<file path="src/rtl/ganmind_pkg.sv">
// Constants and types shared by the ganmind pixel loader and its frame source arbiter.
package ganmind_pkg;

   localparam int unsigned GM_PIXEL_COUNT = 784;
   localparam int unsigned GM_NUM_SRC     = 4;
   localparam int unsigned GM_SRC_ID_W    = 2;
   localparam int unsigned GM_BEAT_W      = 16;
   localparam int unsigned GM_TAG_DEPTH   = 4;
   localparam int unsigned GM_TAG_ADDR_W  = 2;

   typedef enum logic {
      ARB_IDLE,
      ARB_STREAM
   } arb_state_t;

endpackage

</file>
<file path="src/rtl/rr_arbiter.sv">
// Round-robin pick: first requester strictly after the last grant, in index order, wrapping.
module rr_arbiter #(
   parameter int unsigned N = 4,
   parameter int unsigned W = 2
) (
   input  logic [N-1:0] req,
   input  logic [W-1:0] last,
   output logic [W-1:0] grant,
   output logic         any
);

   int unsigned base;
   logic [W-1:0] sel;

   always_comb begin
      grant = '0;
      any   = 1'b0;
      sel   = '0;
      base  = 32'(last);
      for (int unsigned i = 1; i <= N; i++) begin
         sel = W'((base + i) % N);
         if (!any && req[sel]) begin
            grant = sel;
            any   = 1'b1;
         end
      end
   end

endmodule

</file>
<file path="src/rtl/frame_source_arbiter.sv">
// Locks one serial pixel source onto the shared loader for a whole frame and
// records each completed frame's source in a small tag queue until consumed.
module frame_source_arbiter
   import ganmind_pkg::*;
#(
   parameter int unsigned NUM_SRC     = GM_NUM_SRC,
   parameter int unsigned SRC_ID_W    = GM_SRC_ID_W,
   parameter int unsigned PIXEL_COUNT = GM_PIXEL_COUNT,
   parameter int unsigned TAG_DEPTH   = GM_TAG_DEPTH,
   parameter int unsigned TAG_ADDR_W  = GM_TAG_ADDR_W
) (
   input  logic                clk,
   input  logic                rst,
   input  logic [NUM_SRC-1:0]  src_bit,
   input  logic [NUM_SRC-1:0]  src_valid,
   output logic [NUM_SRC-1:0]  src_ready,
   output logic                ldr_bit,
   output logic                ldr_valid,
   input  logic                ldr_ready,
   input  logic                frame_consume,
   output logic [SRC_ID_W-1:0] tag_id,
   output logic                tag_valid,
   output logic                busy,
   output logic [SRC_ID_W-1:0] grant_id
);

   localparam logic [GM_BEAT_W-1:0] LAST_BEAT = GM_BEAT_W'(PIXEL_COUNT - 1);
   localparam logic [TAG_ADDR_W:0]  TAG_FULL  = (TAG_ADDR_W + 1)'(TAG_DEPTH);

   arb_state_t            state;
   logic [GM_BEAT_W-1:0]  beat_cnt;
   logic [SRC_ID_W-1:0]   rr_last;
   logic [SRC_ID_W-1:0]   rr_grant;
   logic                  rr_any;
   logic                  can_grant;
   logic                  beat_ok;
   logic                  last_beat;
   logic                  push;
   logic                  pop;

   logic [SRC_ID_W-1:0]   tag_mem [TAG_DEPTH];
   logic [TAG_ADDR_W-1:0] wr_ptr;
   logic [TAG_ADDR_W-1:0] rd_ptr;
   logic [TAG_ADDR_W:0]   tag_cnt;

   rr_arbiter #(
      .N (NUM_SRC),
      .W (SRC_ID_W)
   ) u_rr (
      .req   (src_valid),
      .last  (rr_last),
      .grant (rr_grant),
      .any   (rr_any)
   );

   // Loader-side handshake is a straight combinational mux of the granted source.
   always_comb begin
      busy      = (state == ARB_STREAM);
      ldr_valid = busy & src_valid[grant_id];
      ldr_bit   = busy & src_bit[grant_id];
      src_ready = '0;
      if (busy) begin
         src_ready[grant_id] = ldr_ready;
      end
      beat_ok   = ldr_valid & ldr_ready;
      last_beat = beat_ok && (beat_cnt == LAST_BEAT);
      push      = last_beat;
      tag_valid = (tag_cnt != '0);
      tag_id    = tag_mem[rd_ptr];
      pop       = frame_consume & tag_valid;
      can_grant = rr_any && (tag_cnt < TAG_FULL);
   end

   always_ff @(posedge clk) begin
      if (rst) begin
         state    <= ARB_IDLE;
         beat_cnt <= '0;
         rr_last  <= SRC_ID_W'(NUM_SRC - 1);
         grant_id <= '0;
      end else begin
         case (state)
            ARB_IDLE: begin
               if (can_grant) begin
                  grant_id <= rr_grant;
                  rr_last  <= rr_grant;
                  state    <= ARB_STREAM;
               end
            end
            ARB_STREAM: begin
               if (beat_ok) begin
                  if (last_beat) begin
                     beat_cnt <= '0;
                     state    <= ARB_IDLE;
                  end else begin
                     beat_cnt <= beat_cnt + 1'b1;
                  end
               end
            end
            default: state <= ARB_IDLE;
         endcase
      end
   end

   // Tag storage needs no reset; validity is carried entirely by tag_cnt.
   always_ff @(posedge clk) begin
      if (push) begin
         tag_mem[wr_ptr] <= grant_id;
      end
   end

   always_ff @(posedge clk) begin
      if (rst) begin
         wr_ptr  <= '0;
         rd_ptr  <= '0;
         tag_cnt <= '0;
      end else begin
         if (push) begin
            wr_ptr <= wr_ptr + 1'b1;
         end
         if (pop) begin
            rd_ptr <= rd_ptr + 1'b1;
         end
         case ({push, pop})
            2'b10:   tag_cnt <= tag_cnt + 1'b1;
            2'b01:   tag_cnt <= tag_cnt - 1'b1;
            default: tag_cnt <= tag_cnt;
         endcase
      end
   end

endmodule

</file>
<file path="config.mk">
export PLATFORM = sky130hd
export DESIGN_NAME = frame_source_arbiter
export DESIGN_NICKNAME = d
export VERILOG_FILES = /design/src/rtl/ganmind_pkg.sv /design/src/rtl/rr_arbiter.sv /design/src/rtl/frame_source_arbiter.sv
export SDC_FILE = /design/constraint.sdc
export NUM_CORES = 1
export LEC_CHECK = 0
export BUFFER_PORTS_ARGS = -buffer_cell sky130_fd_sc_hd__buf_2
export CELL_PAD_IN_SITES_DETAIL_PLACEMENT = 1
export CELL_PAD_IN_SITES_GLOBAL_PLACEMENT = 1
export CORE_ASPECT_RATIO = 1.1
export CORE_MARGIN = 5
export CORE_UTILIZATION = 47
export CTS_CLUSTER_SIZE = 25
export DETAILED_ROUTE_END_ITERATION = 8
export PLACE_DENSITY = 0.87
export SYNTH_ARGS = -nofsm -noshare
export SYNTH_HDL_FRONTEND = slang
export SYNTH_SLANG_ARGS = --single-unit
</file>
<file path="constraint.sdc">
create_clock -name clk -period 5.95 [get_ports clk]
set_input_delay 1.19 -clock clk [delete_from_list [all_inputs] [get_ports clk]]
set_output_delay 1.19 -clock clk [all_outputs]
set_load 0.1 [all_outputs]
</file>
After elaboration in Yosys (flattened, before gate mapping) --
Memory sizes are Yosys's and may differ from the RTL's. A register that Yosys moved wholly into a read port is not among the register bits. Index checks and enable logic that the tools add are counted.
Word-level totals: register bits after elaboration 28, latch bits 0, RAM bits 8, memory bits (read-only) 0, bits of input ports 12, output and inout bits 12, word-level logic and storage cells 79, memories kept 1
Memory list:
- tag_mem | depth 4, bits a word 2, rd ports 1, clocked after memory_dff 1, write ports 1, line frame_source_arbiter.sv:41 | logic [SRC_ID_W-1:0] tag_mem [TAG_DEPTH];
Cells by class: add/sub/neg operators 9, $mul 0, div/mod/pow operators 0, order comparisons 7, eq/ne operators 3, shift operators 0, multiplexer cells 33, bitwise gates (word level) 6, reduce and logical (&&, ||, !) cells 13
Operators with widths (number):
- 16-bit by 1-bit adder with 16-bit output, second input constant | 1
- 16-bit by 10-bit equality test with 1-bit output, second input constant | 1
- 1-bit two-way mux | 16
- 16-bit two-way mux | 1
- 2-bit by 3-bit < comparator with 1-bit output, second input constant | 5
- 1-bit binary-select mux with 2-bit select | 6
- 2-bit two-way mux | 6
- 2-bit by 1-bit adder with 2-bit output, second input constant | 4
- 1-bit logical AND | 6
- 3-bit case mux with 2 select lines | 1
- 2-bit adder, second input constant | 2
- 1-bit AND | 4
- 4-bit AND | 1
- 4-bit two-way mux | 1
- 2-bit AND reduction | 2
- 3-bit by 1-bit adder with 3-bit output, second input constant | 1
- 1-bit logical NOT | 3
- 3-bit < comparator, second input constant | 1
- 3-bit nonzero test | 1
- 3-bit by 1-bit subtractor with 3-bit output, second input constant | 1
- 1-bit demux with 2-bit select | 1
- 2-bit by 1-bit equality test with 1-bit output, second input constant | 1
- 2-bit equality test, second input constant | 1
- 2-bit by 1-bit >= comparator with 1-bit output, second input constant | 1
- other kinds (3) | 3

Longest topological paths before layout --
Gate-level depths: netlist of the first run.
depth after elaboration 16, depth in mapped cells 11, depth with buffers taken out 11

Hierarchy --
A second synthesis of the first run with hierarchy kept.
Unflattened totals: cells, all modules 210, area, all modules 1986.9 sq um
Modules (own cells, without submodules):
- frame_source_arbiter | instances 1, cells an instance 196, area each 1895.6 sq um, seq. area each 840.8 sq um
- rr_arbiter | instances 1, cells an instance 14, area each 91.3 sq um, seq. area each 0.0 sq um

Worst setup path after synthesis of the first run --
No wires, ideal clock.
kind in2out, start input port ldr_ready, end output port src_ready[0], arrival time 3644 ps, required time 4760 ps, setup slack 1116 ps, stages on the path 2, path buffers 0, cell sequence and2_0 -> nor3b_1
On the way: longest elaborated chain between the ends 2
RTL lines:
- start, declared | line frame_source_arbiter.sv:19 | input logic ldr_ready,
- 4-bit AND (no source line)
- 4-bit two-way mux | line frame_source_arbiter.sv:62 | if (busy) begin
- end, declared | line frame_source_arbiter.sv:16 | output logic [NUM_SRC-1:0] src_ready,
Every way passes these cells.

Worst setup path in the final report of the first run --
start input port src_valid[2], end output port ldr_valid
On the way: longest elaborated chain between the ends 3
RTL lines:
- start, declared | line frame_source_arbiter.sv:15 | input logic [NUM_SRC-1:0] src_valid,
- 1-bit binary-select mux with 2-bit select | line frame_source_arbiter.sv:59 | ldr_valid = busy & src_valid[grant_id];
- 1-bit two-way mux (implied by the code) | line frame_source_arbiter.sv:59
- 1-bit AND | line frame_source_arbiter.sv:59
- end, declared | line frame_source_arbiter.sv:18 | output logic ldr_valid,
Every way passes these cells. The select of a mux whose other input is x is not followed.

==> impl_metrics.json, run 1 <==
{
  "ir_drop_v": 0.000113,
  "slowest_delay_ps": 600,
  "maxUsedRoutingLayer": "met4",
  "gp_congestion": 0.840,
  "cp_slowest_cell": "mux4_2",
  "grt_pass1_vias": 1648,
  "post_cts_buffers": 0,
  "grt_setup_unrepaired": "no",
  "io_buffers": 23,
  "synth_cell_type_count": 48,
  "cts_resized": 0,
  "drc": 0,
  "antenna_cells": 0,
  "cts-buffers-inserted": 5,
  "met2WireLength_um": 2290,
  "hold_viol_final": 0,
  "synthCells": 204,
  "core_area_sq_mm": 0.00399,
  "tightest_slew_ps": 589,
  "tritoncts": "yes",
  "total_power_w": 0.000571,
  "netlist_area_sq_mm": 0.00195,
  "r2r-start": "grant_id[0]",
  "crit_buf_inv": 2,
  "synth_edf_count": 8,
  "hold_ws_ps": 487,
  "crit_required_ps": 4760,
  "end_kind": "output port",
  "synth.top_cells.by_area": "dfxtp_1, edfxtp_1, a21oi_1, ha_1, nor2_1",
  "crit_path_start_kind": "input pin",
  "fin_crit_sh_pct": 61.3,
  "grt_start_max_net_pins": 27,
  "ys_seq_area_share_pct": 43.2,
  "synth.most_common_cell": "dfxtp_1",
  "postPlaceCellArea_sq_mm": 0.00209,
  "yosys_most_used_dff": "dfxtp_1",
  "grt_usage_pct": 17.4,
  "dieArea_sq_mm": 0.00553,
  "synthAdderAreaFrac_pct": 4.88,
  "nets": 246,
  "crit_family": "multiplexers",
  "layout-drive-gt1-share_pct": 18.4,
  "synth_simple_gate_area_share_pct": 25.4,
  "cts_hold_buffers": 0,
  "met1_length_um": 1870,
  "leakagePower_nw": 0.775,
  "synth_top_area_cell": "dfxtp_1",
  "die_y_um": 77.5,
  "postLayoutCellArea_sq_mm": 0.00220,
  "route.met3.wl_um": 184,
  "yosysWarnings": 0,
  "run_status": "complete, no violations",
  "setup_viol": 0,
  "final-seq-area_sq_um": 841,
  "area_growth_pct": 13.0,
  "min_path_type": "flip-flop to flip-flop",
  "fmax_ghz": 0.274,
  "synthMuxAreaShare_pct": 5.85,
  "fp.dieW_um": 71.4,
  "startpoint": "src_valid[2]",
  "hold_start": "beat_cnt[15]",
  "grt-ovfl-total": 0,
  "synth-seq-cells": 38,
  "ctsRootBufferMaster": "clkbuf_8",
  "insertion_delay_ps": 290,
  "multi_input_area_sq_mm": 0.00103,
  "synth_area_per_cell_sq_um": 9.54,
  "synth.net_count": 223,
  "drv_slew": 0,
  "hpwl_um": 3280,
  "synth_compound_area_share_pct": 13.2,
  "dr_total_vias": 1606,
  "grt_pass1_wl_um": 7680,
  "cp_cell_sequence": "buf_2, mux4_2, and2_2, buf_2",
  "rows": 24,
  "routedWlPerCell_um": 15.9,
  "power_density_mw_per_mm2": 259,
  "async_flop_share_pct": 0,
  "cts.path.max_buffers": 2,
  "clock-sinks": 38,
  "cp_max_fo": 9,
  "setup_tns_ps": 0,
  "antenna_left": 0,
  "drt-vias-per-instance": 5.74,
  "worstPathArrival_ps": 2460,
  "synth_top_family_by_area": "simple AND/OR/NAND/NOR gates",
  "fin_skew_ps": 3.73,
  "ios": 24,
  "antenna_found_initial": 0,
  "synth_top_area_share_pct": 30.8,
  "relSlewSlack_pct": 60.7,
  "drv_cap": 0,
  "clkSlewWorstSetupHoldPaths_ps": 70,
  "cts_max_level": 2,
  "synth-xor-area-share_pct": 3.60,
  "cp_common_cell": "buf_2",
  "path_class": "input pin to output port",
  "dr.pass1.iters": 4,
  "synth_common_cells": "dfxtp_1, a21oi_1, nor2_1",
  "n_fill_cell": 486,
  "wl_um": 4440,
  "dr.first_iter.drc_count": 86,
  "post-route-min-period_ps": 3650,
  "start_util_pct": 48.7
}
-- cell families (layout without fill, tap and decap cells) --
| group | count (synthesis) | count (layout) |
|---|---|---|
| simple gates | 87 | 87 |
| compound gates | 42 | 42 |
| flops | 38 | 38 |
| buf+inv | 16 | 40 |
| xor+xnor | 8 | 8 |
| fa+ha+maj | 7 | 7 |
| mux | 6 | 6 |
-- worst paths after layout --
check                                    end  slack, ps  depth (start not counted)
worst min-delay path            beat_cnt[15]        490                          2
worst max register to register    tag_cnt[2]       2730                         10
worst max-delay path               ldr_valid       2300                          4
worst min register to register  beat_cnt[15]        490                          2
-- layout make-up --
cell class	instances	share of cell area, %
multi-input combinational	150	46.9
sequential	38	38.2
timing repair buffer	23	5.23
clock buffer	5	3.13
tap	52	2.96
clock inverter	3	2.05
inverter	9	1.54
-- routing by layer --
layer | global-route usage [%] | vias up
met4 | 6.95 | 0
met1 | 20.6 | 776
li1 | - | 789
met5 | 0 | -
met2 | 30.0 | 32
met3 | 4.39 | 9
-- through the flow --
stage	setup WS (ps)	cells	utilization (%)
3_3_place_gp	2310	272	52.2
2_1_floorplan	1120	204	-
5_1_grt	2250	280	55.1
4_1_cts	2300	280	55.1
6_report	2300	280	55.1
3_5_place_dp	2150	272	52.2
-- tightest hold or removal path: stages (launching register included) --
cell,delay (ps)
dfxtp_1,320
o31ai_1,70
a21oi_1,60
-- power breakdown --
group | leakage (nW) | internal [W] | switching (W) | total (W)
combinational | 0.408 | 0.0000185 | 0.0000532 | 0.0000716
sequential | 0.317 | 0.000268 | 0.00000939 | 0.000278
clock | 0.0504 | 0.000125 | 0.0000966 | 0.000221
-- flip-flops by register name, indices dropped and copies added, names as in the netlist, named ones only --
signal and count:
rd_ptr 2, grant_id 2, tag_cnt 3, wr_ptr 2, busy 1, beat_cnt 16, rr_last 2, tag_mem 8
-- cells in the final DEF (no fill, tap or decap), types with 2 or more instances in the layout --
master / netlist / routed
buf_2: 0 / 23
and2_1: 7 / 7
nor2b_1: 2 / 2
xor2_1: 7 / 7
nor4_1: 3 / 3
nand2b_1: 6 / 6
clkbuf_8: 0 / 5
or3_1: 5 / 5
mux2i_1: 2 / 2
edfxtp_1: 8 / 8
and4_1: 4 / 4
nor3_1: 2 / 2
a31oi_1: 2 / 2
or4_1: 4 / 4
clkinvlp_4: 0 / 2
dfxtp_1: 30 / 30
and2_2: 2 / 2
ha_1: 6 / 6
a21oi_1: 18 / 18
o31a_1: 2 / 2
nor3b_1: 2 / 2
nor2_1: 18 / 18
nand2_1: 13 / 13
o31ai_1: 2 / 2
o21ai_0: 9 / 9
mux4_2: 3 / 3
nand4_1: 4 / 4
o211ai_1: 2 / 2
nand3_1: 7 / 7
inv_1: 9 / 9
Note: power is estimated with default switching activity, not from simulation.
==> run 2, diff against run 1 <==
--- a/config.mk
+++ b/config.mk
@@ -10,10 +10,10 @@
 export CELL_PAD_IN_SITES_GLOBAL_PLACEMENT = 1
 export CORE_ASPECT_RATIO = 1.1
 export CORE_MARGIN = 5
-export CORE_UTILIZATION = 47
+export CORE_UTILIZATION = 44
 export CTS_CLUSTER_SIZE = 25
 export DETAILED_ROUTE_END_ITERATION = 8
-export PLACE_DENSITY = 0.87
+export PLACE_DENSITY = 0.82
 export SYNTH_ARGS = -nofsm -noshare
 export SYNTH_HDL_FRONTEND = slang
 export SYNTH_SLANG_ARGS = --single-unit
==> constraint.sdc (replaced) <==
create_clock -name clk -period 3.4 [get_ports clk]
set_input_delay 0.68 -clock clk [delete_from_list [all_inputs] [get_ports clk]]
set_output_delay 0.68 -clock clk [all_outputs]
set_load 0.1 [all_outputs]
==> run 2 against run 1 <==
  * Hold slack got worse by 12 ps
  * Via count rose by 0.25%
  * Cell area rose by 2.4%
  * Clock skew rose by 1.3 ps
  * Global-route usage rose by 0.47 points
  * Routed wire length rose by 4.4%
  * Largest cell class unchanged
  * Largest power group unchanged
  * Highest routed layer unchanged
==> impl_metrics.json, run 2 (synthesized netlist as in run 1, its figures left out) <==
{
  "clock-sinks": 38,
  "relSlewSlack_pct": 62.3,
  "grt_pass1_wl_um": 7920,
  "preCtsSetupSlack_ps": 393,
  "fmax_ghz": 0.370,
  "cts-buffers-inserted": 5,
  "largest_reg_flops": 16,
  "fp.dieW_um": 73.4,
  "regMostFlops": "beat_cnt",
  "grt_usage_pct": 17.9,
  "hpwl_um": 3320,
  "dr.pass1.iters": 4,
  "cts_hold_buffers": 0,
  "cts.path.max_buffers": 2,
  "wl_um": 4630,
  "antenna_cells": 0,
  "ir_drop_v": 0.000224,
  "hold_viol_final": 0,
  "start_util_pct": 45.4,
  "setup_viol": 0,
  "crit_required_ps": 3620,
  "antenna_left": 0,
  "die_y_um": 79.8,
  "fin_skew_ps": 5.03,
  "dieArea_sq_mm": 0.00586,
  "reg_top3": "beat_cnt: 16 flops, tag_mem: 8 flops, tag_cnt: 3 flops",
  "layout-drive-gt1-share_pct": 19.9,
  "grt_start_max_net_pins": 27,
  "drt-vias-per-instance": 5.65,
  "ff2ff_path_depth": 10,
  "layout_commonest_cell": "dfxtp_1",
  "tritoncts": "yes",
  "hold_ws_ps": 475,
  "cts_max_level": 2,
  "post-route-min-period_ps": 2700,
  "setup_tns_ps": 0,
  "tightest_slew_ps": 565,
  "end_kind": "flip-flop",
  "post_cts_buffers": 0,
  "area_growth_pct": 15.7,
  "setup_ws_ps": 701,
  "drv_cap": 0,
  "grt_setup_unrepaired": "no",
  "worstPathArrival_ps": 2920,
  "drc": 0,
  "final_cell_mix": "dfxtp_1, buf_2, nor2_1, a21oi_1, nand2_1",
  "clkSlewWorstSetupHoldPaths_ps": 70,
  "path_class": "input pin to flip-flop",
  "dr.first_iter.drc_count": 65,
  "min_path_type": "flip-flop to flip-flop",
  "drv_slew": 0,
  "fin_crit_sh_pct": 79.4,
  "run_status": "complete, no violations",
  "antenna_found_initial": 0,
  "grt-ovfl-total": 0,
  "power_density_mw_per_mm2": 478,
  "insertion_delay_ps": 290,
  "leakagePower_nw": 0.810,
  "ios": 24,
  "grt_pass1_vias": 1679,
  "cts_resized": 0,
  "routedWlPerCell_um": 16.3,
  "crit_path_start_kind": "input pin",
  "rows": 25,
  "io_buffers": 23,
  "nets": 249,
  "ctsRootBufferMaster": "clkbuf_8",
  "gp_congestion": 0.755,
  "cp_max_fo": 9,
  "core_area_sq_mm": 0.00429,
  "whs_path_depth": 2,
  "dr_total_vias": 1610
}
## run 2: cell count changes in the layout (fill, tap and decap cells not counted)
cell,before,now
nor3b_2,0,1
bufinv_16,1,2
buf_4,0,3
clkinv_4,0,1
clkinvlp_4,2,0
nor3b_1,2,1
## run 2: worst paths after layout
kind	start	endpoint	slack [ps]
worst max-delay path	src_valid[2]	tag_cnt[2]	700
worst max register to register	grant_id[1]	tag_cnt[2]	720
worst min register to register	beat_cnt[1]	beat_cnt[1]	470
worst min-delay path	beat_cnt[1]	beat_cnt[1]	470
## run 2: critical path, cell delays in order
cell and delay, ps:
buf_2 140, mux4_2 590, nand2_2 110, nor2_1 70, inv_1 60, ha_1 190, inv_1 80, fa_1 380
xor2_1 160, or3_1 310, a21oi_1 160
## run 2: stage by stage
| step | cell area [sq um] | utilization, % | cells | power, W |
|---|---|---|---|---|
| after global routing | 2250 | 52.6 | 285 | 0.00112 |
| final | 2250 | 52.6 | 285 | 0.00108 |
| after CTS | 2250 | 52.6 | 285 | 0.00109 |
| after floorplan | 1950 | - | 204 | 0.000596 |
| after detailed placement | 2120 | 49.4 | 277 | 0.000626 |
| after global placement | 2120 | 49.4 | 277 | 0.000624 |
## run 2: layer usage
| layer | track usage [%] | part of all wire, % | vias up |
|---|---|---|---|
| li1 | - | - | 794 |
| met2 | 30.9 | 50 | 22 |
| met3 | 3.78 | 3.3 | 10 |
| met1 | 20.3 | 44 | 784 |
| met5 | 0 | 0 | - |
| met4 | 9.42 | 2.4 | 0 |
## run 2: power breakdown
part | internal (W) | switching (W) | total, W
registers | 0.000470 | 0.0000131 | 0.000483
clock network | 0.000294 | 0.000168 | 0.000462
logic | 0.0000344 | 0.0000993 | 0.000134
total | 0.000798 | 0.000280 | 0.00108
## run 2: final cells by class
class | instances | area [sq um]
clock buffers | 5 | 68.8
clock inverters | 3 | 68.8
fillers | 505 | 2030
inverters | 9 | 33.8
multi-input cells | 150 | 1040
flip-flops and latches | 38 | 841
well taps | 54 | 67.6
repair buffers | 26 | 138
